===== src/rtl/cu_fsm_mc_pkg.sv =====
// Shared types for the Otter multicycle control FSM: state encoding and RV32I opcode/funct3 constants.
// Build option CU_MEM_TIMEOUT_EN, which bounds memory waits, is handled in cu_fsm_mc.sv.
package cu_pkg;

  typedef enum logic [2:0] {
    ST_INIT,
    ST_FETCH,
    ST_EXEC,
    ST_WB,
    ST_INTR
  } cu_state_t;

  localparam logic [6:0] OP_RTYPE  = 7'b0110011;
  localparam logic [6:0] OP_ITYPE  = 7'b0010011;
  localparam logic [6:0] OP_LOAD   = 7'b0000011;
  localparam logic [6:0] OP_STORE  = 7'b0100011;
  localparam logic [6:0] OP_BRANCH = 7'b1100011;
  localparam logic [6:0] OP_LUI    = 7'b0110111;
  localparam logic [6:0] OP_AUIPC  = 7'b0010111;
  localparam logic [6:0] OP_JAL    = 7'b1101111;
  localparam logic [6:0] OP_JALR   = 7'b1100111;
  localparam logic [6:0] OP_SYS    = 7'b1110011;

  localparam logic [2:0] FUNC3_CSRRW = 3'b001;
  localparam logic [2:0] FUNC3_MRET  = 3'b000;

endpackage


===== src/rtl/cu_fsm_mc_if.sv =====
// Control bundle between the FSM (master: drives strobes) and datapath/memory (slave: drives decode, requests, ack).
// Signal names match the Otter datapath wiring; INT_ID width grows to encode the bus-error trap index NUM_INT.
interface cu_fsm_mc_if #(
  parameter int NUM_INT = 4
);
  localparam int INT_ID_W = $clog2(NUM_INT + 1);

  logic [6:0]          OPCODE;
  logic [2:0]          FUNC3;
  logic [NUM_INT-1:0]  INTR;
  logic                MIE;
  logic                MEM_ACK;
  logic                PC_WE;
  logic                RF_WE;
  logic                MEM_RDEN1;
  logic                MEM_RDEN2;
  logic                MEM_WE2;
  logic                CSR_WE;
  logic                MRET;
  logic                INT_TAKEN;
  logic [INT_ID_W-1:0] INT_ID;
  logic                ILLEGAL;
  logic                RST_OUT;

  modport master (
    input  OPCODE, FUNC3, INTR, MIE, MEM_ACK,
    output PC_WE, RF_WE, MEM_RDEN1, MEM_RDEN2, MEM_WE2, CSR_WE,
    output MRET, INT_TAKEN, INT_ID, ILLEGAL, RST_OUT
  );

  modport slave (
    output OPCODE, FUNC3, INTR, MIE, MEM_ACK,
    input  PC_WE, RF_WE, MEM_RDEN1, MEM_RDEN2, MEM_WE2, CSR_WE,
    input  MRET, INT_TAKEN, INT_ID, ILLEGAL, RST_OUT
  );
endinterface


===== src/rtl/cu_fsm_mc_int_pend_prio.sv =====
// Sticky interrupt pending bits with a lowest-index-wins priority encoder.
// A clr pulse drops the bit at idx, but a request still held high that cycle re-sets it.
module int_pend_prio #(
  parameter int NUM_INT = 4,
  parameter int IDX_W   = $clog2(NUM_INT + 1)
) (
  input  logic               clk,
  input  logic               rst,
  input  logic [NUM_INT-1:0] intr,
  input  logic               clr,
  output logic               any_pend,
  output logic [IDX_W-1:0]   idx
);

  logic [NUM_INT-1:0] pend_q, pend_d;
  logic [NUM_INT-1:0] clr_vec;

  always_comb begin
    idx = '0;
    for (int i = NUM_INT - 1; i >= 0; i--) begin
      if (pend_q[i]) idx = IDX_W'(i);
    end
    any_pend = |pend_q;
    clr_vec  = clr ? (NUM_INT'(1) << idx) : '0;
    pend_d   = (pend_q & ~clr_vec) | intr;
  end

  always_ff @(posedge clk or posedge rst) begin
    if (rst) pend_q <= '0;
    else     pend_q <= pend_d;
  end

endmodule


===== src/rtl/cu_fsm_mc.sv =====
// Otter RV32I multicycle control FSM: fetch/exec/writeback/interrupt entry with MEM_ACK-paced memory waits.
// Outputs decode combinationally from state; CU_MEM_TIMEOUT_EN adds a bounded wait that traps with INT_ID=NUM_INT.
module cu_fsm_mc
  import cu_pkg::*;
#(
  parameter int NUM_INT     = 4,
  parameter int MEM_TIMEOUT = 15
) (
  input  logic        CLK,
  input  logic        RST,
  cu_fsm_mc_if.master bus
);

  localparam int INT_ID_W = $clog2(NUM_INT + 1);

  cu_state_t state_q, state_d;
  logic      trap_q, trap_d;
  logic      done;
  logic      timeout;
  logic      any_pend;
  logic      pend_clr;
  logic [INT_ID_W-1:0] pend_idx;

  int_pend_prio #(.NUM_INT(NUM_INT), .IDX_W(INT_ID_W)) u_pend (
    .clk      (CLK),
    .rst      (RST),
    .intr     (bus.INTR),
    .clr      (pend_clr),
    .any_pend (any_pend),
    .idx      (pend_idx)
  );

`ifdef CU_MEM_TIMEOUT_EN
  localparam int CNT_W = $clog2(MEM_TIMEOUT + 1);
  logic [CNT_W-1:0] cnt_q, cnt_d;
  logic             waiting;

  always_comb begin
    waiting = (state_q == ST_FETCH) || (state_q == ST_WB) ||
              ((state_q == ST_EXEC) && (bus.OPCODE == OP_STORE));
    // cnt_q counts earlier wait cycles, so the MEM_TIMEOUT-th one aborts.
    timeout = waiting && !bus.MEM_ACK && (cnt_q == CNT_W'(MEM_TIMEOUT - 1));
  end

  always_comb begin
    cnt_d = '0;
    if (waiting && !bus.MEM_ACK && (state_d == state_q)) cnt_d = cnt_q + 1'b1;
  end
`else
  // Waits are unbounded; comparison folds to 0 for any legal MEM_TIMEOUT.
  assign timeout = (MEM_TIMEOUT < 0);
`endif

  always_comb begin
    state_d       = state_q;
    trap_d        = trap_q;
    done          = 1'b0;
    pend_clr      = 1'b0;
    bus.PC_WE     = 1'b0;
    bus.RF_WE     = 1'b0;
    bus.MEM_RDEN1 = 1'b0;
    bus.MEM_RDEN2 = 1'b0;
    bus.MEM_WE2   = 1'b0;
    bus.CSR_WE    = 1'b0;
    bus.MRET      = 1'b0;
    bus.INT_TAKEN = 1'b0;
    bus.INT_ID    = '0;
    bus.ILLEGAL   = 1'b0;
    bus.RST_OUT   = 1'b0;

    case (state_q)
      ST_INIT: begin
        bus.RST_OUT = 1'b1;
        state_d     = ST_FETCH;
      end
      ST_FETCH: begin
        bus.MEM_RDEN1 = 1'b1;
        if (bus.MEM_ACK) state_d = ST_EXEC;
        else if (timeout) begin state_d = ST_INTR; trap_d = 1'b1; end
      end
      ST_EXEC: begin
        case (bus.OPCODE)
          OP_LOAD: begin
            bus.MEM_RDEN2 = 1'b1;
            state_d       = ST_WB;
          end
          OP_STORE: begin
            bus.MEM_WE2 = 1'b1;
            if (bus.MEM_ACK) begin bus.PC_WE = 1'b1; done = 1'b1; end
            else if (timeout) begin state_d = ST_INTR; trap_d = 1'b1; end
          end
          OP_BRANCH: begin bus.PC_WE = 1'b1; done = 1'b1; end
          OP_RTYPE, OP_ITYPE, OP_LUI, OP_AUIPC, OP_JAL, OP_JALR: begin
            bus.PC_WE = 1'b1; bus.RF_WE = 1'b1; done = 1'b1;
          end
          OP_SYS: begin
            bus.PC_WE = 1'b1;
            done      = 1'b1;
            if (bus.FUNC3 == FUNC3_CSRRW) begin
              bus.RF_WE = 1'b1; bus.CSR_WE = 1'b1;
            end else if (bus.FUNC3 == FUNC3_MRET) bus.MRET = 1'b1;
            else bus.ILLEGAL = 1'b1;
          end
          default: begin bus.PC_WE = 1'b1; bus.ILLEGAL = 1'b1; done = 1'b1; end
        endcase
      end
      ST_WB: begin
        bus.MEM_RDEN2 = 1'b1;
        if (bus.MEM_ACK) begin
          bus.RF_WE = 1'b1; bus.PC_WE = 1'b1; done = 1'b1;
        end else if (timeout) begin state_d = ST_INTR; trap_d = 1'b1; end
      end
      ST_INTR: begin
        bus.INT_TAKEN = 1'b1;
        bus.PC_WE     = 1'b1;
        bus.INT_ID    = trap_q ? INT_ID_W'(NUM_INT) : pend_idx;
        pend_clr      = !trap_q;
        trap_d        = 1'b0;
        state_d       = ST_FETCH;
      end
      default: state_d = ST_INIT;
    endcase

    // Interrupts are only taken at instruction boundaries.
    if (done) state_d = (bus.MIE && any_pend) ? ST_INTR : ST_FETCH;
  end

  always_ff @(posedge CLK or posedge RST) begin
    if (RST) begin
      state_q <= ST_INIT;
      trap_q  <= 1'b0;
`ifdef CU_MEM_TIMEOUT_EN
      cnt_q   <= '0;
`endif
    end else begin
      state_q <= state_d;
      trap_q  <= trap_d;
`ifdef CU_MEM_TIMEOUT_EN
      cnt_q   <= cnt_d;
`endif
    end
  end

endmodule


===== src/flat_wrapper.sv =====
// flat-port wrapper written by rule: the top's interface ports become plain ports
module cu_fsm_mc_flat import cu_pkg::*;
#(
  parameter int NUM_INT     = 4,
  parameter int MEM_TIMEOUT = 15
)
  (CLK, RST, bus_OPCODE, bus_FUNC3, bus_INTR, bus_MIE, bus_MEM_ACK, bus_PC_WE, bus_RF_WE, bus_MEM_RDEN1, bus_MEM_RDEN2, bus_MEM_WE2, bus_CSR_WE, bus_MRET, bus_INT_TAKEN, bus_INT_ID, bus_ILLEGAL, bus_RST_OUT);
  cu_fsm_mc_if #(.NUM_INT(NUM_INT)) bus_i ();
  input  logic CLK;
  input  logic RST;
  input wire logic [$bits(bus_i.OPCODE)-1:0] bus_OPCODE;
  input wire logic [$bits(bus_i.FUNC3)-1:0] bus_FUNC3;
  input wire logic [$bits(bus_i.INTR)-1:0] bus_INTR;
  input wire logic [$bits(bus_i.MIE)-1:0] bus_MIE;
  input wire logic [$bits(bus_i.MEM_ACK)-1:0] bus_MEM_ACK;
  output wire logic [$bits(bus_i.PC_WE)-1:0] bus_PC_WE;
  output wire logic [$bits(bus_i.RF_WE)-1:0] bus_RF_WE;
  output wire logic [$bits(bus_i.MEM_RDEN1)-1:0] bus_MEM_RDEN1;
  output wire logic [$bits(bus_i.MEM_RDEN2)-1:0] bus_MEM_RDEN2;
  output wire logic [$bits(bus_i.MEM_WE2)-1:0] bus_MEM_WE2;
  output wire logic [$bits(bus_i.CSR_WE)-1:0] bus_CSR_WE;
  output wire logic [$bits(bus_i.MRET)-1:0] bus_MRET;
  output wire logic [$bits(bus_i.INT_TAKEN)-1:0] bus_INT_TAKEN;
  output wire logic [$bits(bus_i.INT_ID)-1:0] bus_INT_ID;
  output wire logic [$bits(bus_i.ILLEGAL)-1:0] bus_ILLEGAL;
  output wire logic [$bits(bus_i.RST_OUT)-1:0] bus_RST_OUT;
  assign bus_i.OPCODE = bus_OPCODE;
  assign bus_i.FUNC3 = bus_FUNC3;
  assign bus_i.INTR = bus_INTR;
  assign bus_i.MIE = bus_MIE;
  assign bus_i.MEM_ACK = bus_MEM_ACK;
  assign bus_PC_WE = bus_i.PC_WE;
  assign bus_RF_WE = bus_i.RF_WE;
  assign bus_MEM_RDEN1 = bus_i.MEM_RDEN1;
  assign bus_MEM_RDEN2 = bus_i.MEM_RDEN2;
  assign bus_MEM_WE2 = bus_i.MEM_WE2;
  assign bus_CSR_WE = bus_i.CSR_WE;
  assign bus_MRET = bus_i.MRET;
  assign bus_INT_TAKEN = bus_i.INT_TAKEN;
  assign bus_INT_ID = bus_i.INT_ID;
  assign bus_ILLEGAL = bus_i.ILLEGAL;
  assign bus_RST_OUT = bus_i.RST_OUT;
  cu_fsm_mc #(.NUM_INT(NUM_INT), .MEM_TIMEOUT(MEM_TIMEOUT)) u_core (.CLK(CLK), .RST(RST), .bus(bus_i));
endmodule

===== config.mk =====
export PLATFORM = sky130hd
export DESIGN_NAME = cu_fsm_mc_flat
export DESIGN_NICKNAME = d
export VERILOG_FILES = /design/src/rtl/cu_fsm_mc_pkg.sv /design/src/rtl/cu_fsm_mc_if.sv /design/src/rtl/cu_fsm_mc_int_pend_prio.sv /design/src/rtl/cu_fsm_mc.sv /design/src/flat_wrapper.sv
export SDC_FILE = /design/constraint.sdc
export NUM_CORES = 1
export LEC_CHECK = 0
export ABC_AREA = 1
export BUFFER_PORTS_ARGS = -buffer_cell sky130_fd_sc_hd__buf_4
export CAP_MARGIN = 15
export CORE_ASPECT_RATIO = 0.8
export CORE_MARGIN = 2
export CORE_UTILIZATION = 30
export DETAILED_ROUTE_END_ITERATION = 6
export GPL_ROUTABILITY_DRIVEN = 1
export HOLD_SLACK_MARGIN = 0.08
export PLACE_DENSITY_LB_ADDON = 0.08
export SYNTH_ARGS = -nofsm -noshare
export SYNTH_HDL_FRONTEND = slang
export SYNTH_HIERARCHICAL = 1
export SYNTH_SLANG_ARGS = --single-unit

===== constraint.sdc =====
create_clock -name CLK -period 2 [get_ports CLK]
set_clock_uncertainty 0.1 [all_clocks]
set_input_delay 0.1 -clock CLK [delete_from_list [all_inputs] [get_ports CLK]]
set_output_delay 0.1 -clock CLK [all_outputs]
set_load 0.03 [all_outputs]

Word-level counts from Yosys, hierarchy flattened
Index checks and enable logic that the tools add are counted.

Reductions and logical operators: 8. Shift operators: 1. Muxes and demuxes: 35. Equality and inequality tests: 18. Bitwise operators: 3.

Operators by type and width (number): 7-bit equality test (second input constant) (4); 3-bit 2-to-1 mux (8); 7-bit by 6-bit equality test with 1-bit output (second input constant) (3); 1-bit 2-to-1 mux (17); 7-bit by 5-bit equality test with 1-bit output (second input constant) (2); 1-bit one-hot mux with 2 select lines (6); 3-bit one-hot mux with 4 select lines (1); 9-bit OR reduction (1); 7-bit by 2-bit equality test with 1-bit output (second input constant) (1); 3-bit by 1-bit equality test with 1-bit output (second input constant) (2); 3-bit by 2-bit equality test with 1-bit output (second input constant) (2); 3-bit zero test (2); 3-bit by 2-bit inequality test with 1-bit output (second input constant) (2); 6-bit OR reduction (1); 4-bit bitwise AND (1); 4-bit 2-to-1 mux (1); 4-bit NOT (1); 4-bit bitwise OR (1); 4-bit OR reduction (1); 1-bit by 3-bit << shifter with 4-bit output (first input constant) (1); 3-bit equality test (second input constant) (1); 1-bit one-hot mux with 3 select lines (1); 3-bit AND reduction (1); 2-bit 2-to-1 mux (1); other kinds (3) (3).

Word-level logic and storage cells: 67. Register bits after elaboration: 7.

Logic depth before layout (Yosys ltp)
Gate-level depths: netlist of run 1.

Depth after elaboration: 9. Mapped depth: 9.

Modules after synthesis
The synthesis of run 1 kept the hierarchy.

Modules (own cells, without submodules): cu_fsm_mc (cells each 81, times used 1, area each 439.2 sq um); int_pend_prio (cells each 27, times used 1, area each 212.7 sq um).

Least setup slack after synthesis of run 1
No wires, ideal clock.

Path kind: register to output. Start: register u_core.state_q[0]. End: output bus_INT_ID[0]. Setup slack: 0.057 ns. Arrival time: 1.743 ns. Path buffers: 0. Stages on the path, launching flop included: 6. Path through: dfrtp_1 -> nor2_1 -> inv_1 -> nor2_1 -> inv_1 -> nor2_1.

Cells in the longest elaborated chain, start to end: 2.

Ends and longest elaborated chain: from (decl) (line cu_fsm_mc.sv:16) `cu_state_t state_q, state_d;`; from (signal assigned) (line cu_fsm_mc.sv:136) `state_q <= state_d;`; 3-bit equality test (line cu_fsm_mc.sv:71) `case (state_q)`; 3-bit 2-to-1 mux (line cu_fsm_mc.sv:71); to (decl) (line flat_wrapper.sv:24) `output wire logic [$bits(bus_i.INT_ID)-1:0] bus_INT_ID;`.

Every way passes these cells.

Worst setup path in the final report of run 1
Ends and elaborated chain as after synthesis.

==> metrics.txt, run 1 <==
outcome completed; Root Driver clkbuf_4; hold path start bus_MIE; Main synth FF type dfrtp_1; Critical Path Source u_core/state_q[0]$_DFFE_PP0P_; Yosys reg bits 7; pwr/cell area 1000 nW/um^2; most frequent cells after synthesis inv_1, nand2_1, nor2_1, nand3_1, dfrtp_1; die width 56.1 um; FFs w/ async S/R, synth 100%; die height 45.7 um; Reg2Reg Depth 6; met3 GRT Util 6.82%; Design Area, Final 971 sq um; post-synthesis net count 126; Cells after Synth 108; warnings from Yosys 6; FP Rows 15; M2 GR Usage 15.5%; die footprint 2560 sq um; Layout Area Growth over Synthesis 48.9%; DRC viols 0; Max-Cap Viols 0; placed inst area 893 sq um; Vias per Instance 4.34; Clock Pin Slew Worst Setup and Hold Paths 0.06 ns; largest net degree at the start of global routing 7; WL final 1570 um; final hold vios 0; clock latency on the worst-skew pair 0.25 ns; Hold WS 0.100 ns; slowest stage cell, crit path dfrtp_1; leakage power figure 0.000540 uW; crit-path cells nor2_1, inv_1, nor2_1, inv_1, nor2_1, buf_4; Setup-failing EPs final 0; antenna cell count 0; Max IR drop VDD 0.000497 V; global-route wire length before repair 2530 um; CP arrival 1.55 ns; Detail Route Antenna Nets 0; Post-Syn Area 652 sq um; crit-path most repeated cell nor2_1; initial antenna violation count 0; initial core utilization 31.0%; RR Startpoint u_core/state_q[0]$_DFFE_PP0P_; vias in the first global route 615; gpl congestion 0.833; GRT Overall Usage 12.8%; H-tree levels 1; Reg-to-Reg End u_core/u_pend/pend_q[3]$_DFF_PP0_; Cell variety after synth 19; WL per Instance 9.26 um; post-DP HPWL 1350 um; area share of the leading cell type in the synthesized netlist 26.9%; number of port buffers 29; Worst setup EP type output pin; Worst Tran Pin Value 0.546 ns; end point of the critical path bus_INT_ID[0]; Yosys top cell by area dfrtp_1; share of cells above drive strength 1 30.3%; Fmax 571 MHz; maximum fanout along the worst path 6; CP peak stage delay 0.49 ns; R2R Setup Slk 0.56 ns; # IOs 31; Syn Area/Cell 6.04 sq um; Pwr Total 975 uW; most crowded layer after global routing met1; Req. time, crit path 1.80 ns; total number of vias 738; Nets 164; Core ar. 2100 sq um; CTS tree done; RSZ-0062 raised after global routing false; Setup CP Type flop to output pin; count leader, synth inv_1; Setup crit start kind flop; CTS buffer count 3; Tightest Hold Check Type input port to flop; Period minus WS final 1.75 ns; EDFF count, synth 0; clock sinks 7; 1st-iter DRT viols 16; synth top area cells dfrtp_1, inv_1, nand2_1; Final Max Tran Viols 0; Fillers 239; CTS Buffer Depth 2; Final Cycle Share 87.5%; Core Util, Final 46.2%; gr ovfl total 0; met1 Usage GRT 20.1%; Initial DRT Pass Iterations 4; sequential area share after synthesis 26.9%; TNS Setup 0 ns; Slew HR 63.5%
cell families after synthesis:
group	synth area share [%]
flops	26.9
buf+inv	16.7
compound gates	12.7
simple gates	43.2
other cells	0.575
critical path: cells and delay by family, from the launching register on:
family | cells | cell delay, ns
buffers and inverters | 3 | 0.36
flip-flops | 1 | 0.49
AND/OR/NAND/NOR | 3 | 0.45
layout by cell type (no fill, tap or decap), types with 4 or more instances in the layout:
cell type	synthesis	routed
buf_4	1	29
inv_1	23	23
nand2_1	18	18
nor2_1	17	17
nand3_1	11	11
dfrtp_1	7	7
a21oi_1	6	6
dlygate4sd3_1	0	5
inv_2	4	4
nand2_2	4	4
o21bai_1	4	4
routing by layer:
layer / vias up / share of wire (%) / routed length [um]
met5: - / 0 / 0
li1: 404 / - / -
met2: 17 / 40 / 629
met4: 0 / 0 / 0
met1: 317 / 53 / 840
met3: 0 / 6.7 / 105
registers in the layout (all words and copies together) (netlist names):
register / count
u_core/u_pend/pend_q: 4
u_core/state_q: 3
cell type report:
class	instances	area (sq um)	area share (%)
clock buffers	3	22.5	2.32
well taps	25	31.3	3.22
multi-input cells	73	368	37.9
repair buffers	34	268	27.6
inverters	27	101	10.4
flip-flops and latches	7	175	18.0
clock inverters	1	5.00	0.515
what timing repair did:
item,in CTS,in global routing
buffers inserted,0,0
hold buffers,5,0
resized for setup,0,0
endpoints found under the hold margin,11,0
power breakdown:
part           internal (uW)  total, uW  switching, uW
registers                171        222           50.9
clock network           73.0        125           52.2
logic                    233        628            395
through the flow:
| stage | setup slack [ns] | cells |
|---|---|---|
| final | 0.250 | 170 |
| after global routing | 0.0674 | 170 |
| after CTS | 0.210 | 170 |
| after detailed placement | 0.490 | 161 |
| after global placement | 0.485 | 161 |
| after floorplan | 0.0573 | 108 |
how the worst min path moves through the flow:
stage	end	slack (ns)	cells past startpoint
5_1_grt	u_core/state_q[2]$_DFFE_PP0P_	0.10	5
3_5_place_dp	u_core/state_q[0]$_DFFE_PP0P_	-0.11	2
3_3_place_gp	u_core/state_q[0]$_DFFE_PP0P_	-0.12	2
2_1_floorplan	u_core/state_q[0]$_DFFE_PP0P_	-0.25	1
6_report	u_core/state_q[2]$_DFFE_PP0P_	0.10	5
4_1_cts	u_core/state_q[2]$_DFFE_PP0P_	0.1	5
No activity file was read; power rests on OpenSTA's default activity.
==> run 2: changes to the inputs <==
- BUFFER_PORTS_ARGS: -buffer_cell sky130_fd_sc_hd__buf_4 -> default
- CAP_MARGIN: 15 -> 30
- DONT_BUFFER_PORTS: default -> 1
==> metrics.txt, run 2 (synthesis gave the netlist of run 1 again) <==
H-tree levels 1; FP Rows 15; global-route wire length before repair 2700 um; Clock power frac 14.1%; share of cells above drive strength 1 18.1%; commonest non-fill, non-tap cell in the layout inv_1; Setup-failing EPs final 0; end point of the critical path bus_RF_WE; Reg power frac 24.6%; biggest regs u_core/u_pend/pend_q: 4 flops, u_core/state_q: 3 flops; Core ar. 2100 sq um; total number of vias 690; Hold Path Depth 4; Reg-to-Reg End u_core/u_pend/pend_q[1]$_DFF_PP0_; die height 45.7 um; RR Startpoint u_core/state_q[0]$_DFFE_PP0P_; Final Cycle Share 89.0%; 1st-iter DRT viols 6; pwr/cell area 1070 nW/um^2; Sw Share 52.8%; Non-Filler Instances 152; initial core utilization 31.0%; # IOs 31; Slew HR 62.6%; vias in the first global route 643; Comb pwr share 61.3%; gpl congestion 0.817; clock latency on the worst-skew pair 0.25 ns; CTS tree done; CP arrival 1.58 ns; Detail Route Antenna Nets 0; Max IR drop VDD 0.000507 V; outcome completed; Vias per Instance 4.54; post-DP HPWL 1300 um; Clock Pin Slew Worst Setup and Hold Paths 0.06 ns; WL per Instance 9.93 um; die footprint 2560 sq um; maximum fanout along the worst path 6; Worst setup EP type output pin; Reg2Reg Depth 7; placed inst area 736 sq um; max FFs per register 4; Layout Area Growth over Synthesis 29.4%; leakage power figure 0.000450 uW; Fillers 234; Critical Path Source u_core/state_q[2]$_DFFE_PP0P_; DRC viols 0; number of port buffers 0; Initial DRT Pass Iterations 6; Root Driver clkbuf_4; Setup CP Type flop to output pin; antenna cell count 0; Fmax 562 MHz; Nets 146; most frequent cells in the layout inv_1, nand2_1, nor2_1; GRT Overall Usage 13.7%; Pwr Total 904 uW; final hold vios 0; Worst Tran Pin Value 0.559 ns; placed insts 140; Setup crit start kind flop; Final Max Tran Viols 0; die width 56.1 um; Tightest Hold Check Type input port to flop; clock sinks 7; Power Internal 427 uW; Period minus WS final 1.78 ns; TNS Setup 0 ns; Design Area, Final 843 sq um; CTS Buffer Depth 2; CTS buffer count 3; net switching power 477 uW; R2R Setup Slk 0.51 ns; Hold WS 0.0853 ns; largest register by flop count u_core/u_pend/pend_q; gr ovfl total 0; RSZ-0062 raised after global routing false; initial antenna violation count 0; Max-Cap Viols 0; Post-CTS Setup Repair Bufs 0; Req. time, crit path 1.80 ns; WL final 1510 um; largest net degree at the start of global routing 7
[run 2: layer usage]
metal	wire length, um	share of wire [%]	track usage, %	up-vias
met4	0	0	1.43	0
met5	0	0	0	-
met3	131	8.7	7.95	0
met1	793	53	18.8	303
met2	585	39	19.3	20
li1	-	-	-	367
[run 2: timing repair]
item	4_1_cts	5_1_grt
hold buffers	8	0
endpoints found under the hold margin	13	0
gates resized for setup	0	0
[run 2: worst max-delay path, cell delays in order, from the launching register on]
cell and delay [ns]:
dfrtp_1 0.45, nor2_4 0.17, inv_2 0.08, nor2_8 0.12, nand2_1 0.06, nor2_1 0.14, nand3b_1 0.31
[run 2: how the worst min path moves through the flow]
stage / from / end / slack (ns)
3_3_place_gp: RST / u_core/state_q[0]$_DFFE_PP0P_ / -0.23
6_report: bus_MEM_ACK / u_core/state_q[1]$_DFFE_PP0P_ / 0.09
3_5_place_dp: RST / u_core/state_q[0]$_DFFE_PP0P_ / -0.24
4_1_cts: bus_MEM_ACK / u_core/state_q[1]$_DFFE_PP0P_ / 0.08
5_1_grt: bus_MEM_ACK / u_core/state_q[1]$_DFFE_PP0P_ / 0.1
2_1_floorplan: RST / u_core/state_q[0]$_DFFE_PP0P_ / -0.25
[run 2: power groups by stage]
| stage | clock (uW) | sequential [uW] | combinational (uW) |
|---|---|---|---|
| floorplan | 0 | 216 | 446 |
| global route | 146 | 229 | 620 |
| CTS | 134 | 222 | 562 |
| detailed placement | 0 | 226 | 546 |
| global placement | 0 | 224 | 557 |
| finish | 128 | 222 | 554 |
[run 2: stage by stage]
stage	util, %	setup WS (ns)
CTS	40.1	0.189
global placement	35.0	0.466
floorplan	-	0.0573
finish	40.1	0.219
global route	40.1	0.0385
detailed placement	35.0	0.472
[run 2: area by class of cell]
| cell class | count | area, sq um | area share, % |
|---|---|---|---|
| Clock buffer | 3 | 22.5 | 2.67 |
| Sequential cell | 7 | 175 | 20.8 |
| Inverter | 27 | 101 | 12.0 |
| Timing Repair Buffer | 16 | 140 | 16.6 |
| Tap cell | 25 | 31.3 | 3.71 |
| Clock inverter | 1 | 5.00 | 0.593 |
| Multi-Input combinational cell | 73 | 368 | 43.6 |
==> run 3: changes to the inputs <==
- CELL_PAD_IN_SITES_DETAIL_PLACEMENT: default -> 0
- CELL_PAD_IN_SITES_GLOBAL_PLACEMENT: default -> 2
==> metrics.txt, run 3 (synthesis gave the netlist of run 1 again) <==
# IOs 31; Final Max Tran Viols 0; Req. time, crit path 1.80 ns; routed wl met2 637 um; die footprint 2560 sq um; RR Startpoint u_core/state_q[0]$_DFFE_PP0P_; initial antenna violation count 0; leakage power figure 0.000448 uW; biggest regs u_core/u_pend/pend_q: 4 flops, u_core/state_q: 3 flops; H-tree levels 1; Comb pwr share 62.0%; slowest stage cell, crit path dfrtp_1; WL final 1540 um; largest net degree at the start of global routing 7; global-route wire length before repair 2710 um; die height 45.7 um; antenna cell count 0; maximum fanout along the worst path 6; Final Cycle Share 89.7%; outcome completed; number of port buffers 0; Setup crit start kind flop; Nets 146; Power Internal 429 uW; Reg power frac 24.2%; CTS Hold Bufs 7; Worst setup EP type output pin; share of cells above drive strength 1 18.1%; clock latency on the worst-skew pair 0.25 ns; Sw Share 53.0%; Pwr Total 913 uW; Vias per Instance 4.46; pwr/cell area 1090 nW/um^2; clock sinks 7; Layout Area Growth over Synthesis 28.8%; gr ovfl total 0; Max IR drop VDD 0.000743 V; RSZ-0062 raised after global routing false; Setup CP Type flop to output pin; Root Driver clkbuf_4; total number of vias 678; CTS buffer count 3; Tightest Hold Check Type input port to asynchronous set/reset pin; largest register by flop count u_core/u_pend/pend_q; Max-Cap Viols 0; Worst Tran Pin Value 0.557 ns; final hold vios 0; CTS tree done; Period minus WS final 1.79 ns; CTS resizes 0; FP Rows 15; initial core utilization 31.0%; DRC viols 0; Initial DRT Pass Iterations 4; metal1 wirelength 783 um; Hold WS 0.0894 ns; Fillers 238; GRT Overall Usage 13.9%; 1st-iter DRT viols 21; CP arrival 1.59 ns; TNS Setup 0 ns; max FFs per register 4; Top delay family on crit path simple AND/OR/NAND/NOR gates; die width 56.1 um; Fmax 558 MHz; Clock power frac 13.8%; CP peak stage delay 0.44 ns; Critical Path Source u_core/state_q[2]$_DFFE_PP0P_; post-DP HPWL 1320 um; net switching power 484 uW; DR top layer met3; WL per Instance 10.1 um; vias in the first global route 643; CP Buf/Inv Count 1; CTS Buffer Depth 2; Clock Pin Slew Worst Setup and Hold Paths 0.05 ns; met3 wire length 119 um; commonest non-fill, non-tap cell in the layout inv_1; Detail Route Antenna Nets 0; Core ar. 2100 sq um; most frequent cells in the layout inv_1, nand2_1, nor2_1; gpl congestion 0.791; Post-CTS Setup Repair Bufs 0; Slew HR 62.7%; Setup-failing EPs final 0; crit-path cells nor2_4, inv_2, nor2_8, nand2_2, nand2_2, nand2_1, nand2_1
-- run 3: cell count changes in the layout (fill, tap and decap cells not counted), sizes merged --
cell,previous run,this run
buf,8,9
clkbuf,3,4
clkinv,1,0
dlygate4sd3,8,7
-- run 3: worst reg2reg max path: stages (launching register included) --
cell and delay (ns):
dfrtp_1 0.47, nor2_1 0.13, inv_1 0.07, nor2_1 0.12, buf_4 0.19, inv_1 0.08
o21bai_1 0.14, nand2_1 0.06
-- run 3: worst paths after layout --
check / depth (start not counted) / slack, ns / end
max reg2reg: 7 / 0.52 / u_core/u_pend/pend_q[3]$_DFF_PP0_
min: 2 / 0.09 / u_core/state_q[1]$_DFFE_PP0P_
max: 7 / 0.21 / bus_PC_WE
min reg2reg: 2 / 0.46 / u_core/u_pend/pend_q[2]$_DFF_PP0_
max in group asynchronous: 2 / 1.55 / u_core/u_pend/pend_q[0]$_DFF_PP0_
min in group CLK: 4 / 0.11 / u_core/state_q[1]$_DFFE_PP0P_
-- run 3: metal layers --
metal / vias up / global-route usage (%)
li1: 371 / -
met5: - / 0
met2: 21 / 20.0
met1: 286 / 19.1
met4: 0 / 1.43
met3: 0 / 7.10
-- run 3: power groups by stage --
stage	combinational (uW)	clock (uW)	sequential, uW
detailed placement	559	0	223
finish	565	126	221
global route	630	146	225
floorplan	446	0	216
CTS	573	133	220
global placement	560	0	223
-- run 3: final cells by class --
cell class,instances,area [sq um],share of cell area [%]
tap,25,31.3,3.73
multi-input combinational,73,368,43.8
sequential,7,175,20.9
inverter,27,101,12.1
timing repair buffer,16,138,16.4
clock buffer,4,26.3,3.13
-- run 3: per-stage QoR --
stage	cells	area (sq um)	worst slack, ns	utilization [%]
after global placement	141	743	0.456	35.4
final	152	840	0.206	39.9
after global routing	152	840	0.0612	39.9
after floorplan	108	652	0.0573	-
after CTS	152	840	0.186	39.9
after detailed placement	141	743	0.463	35.4
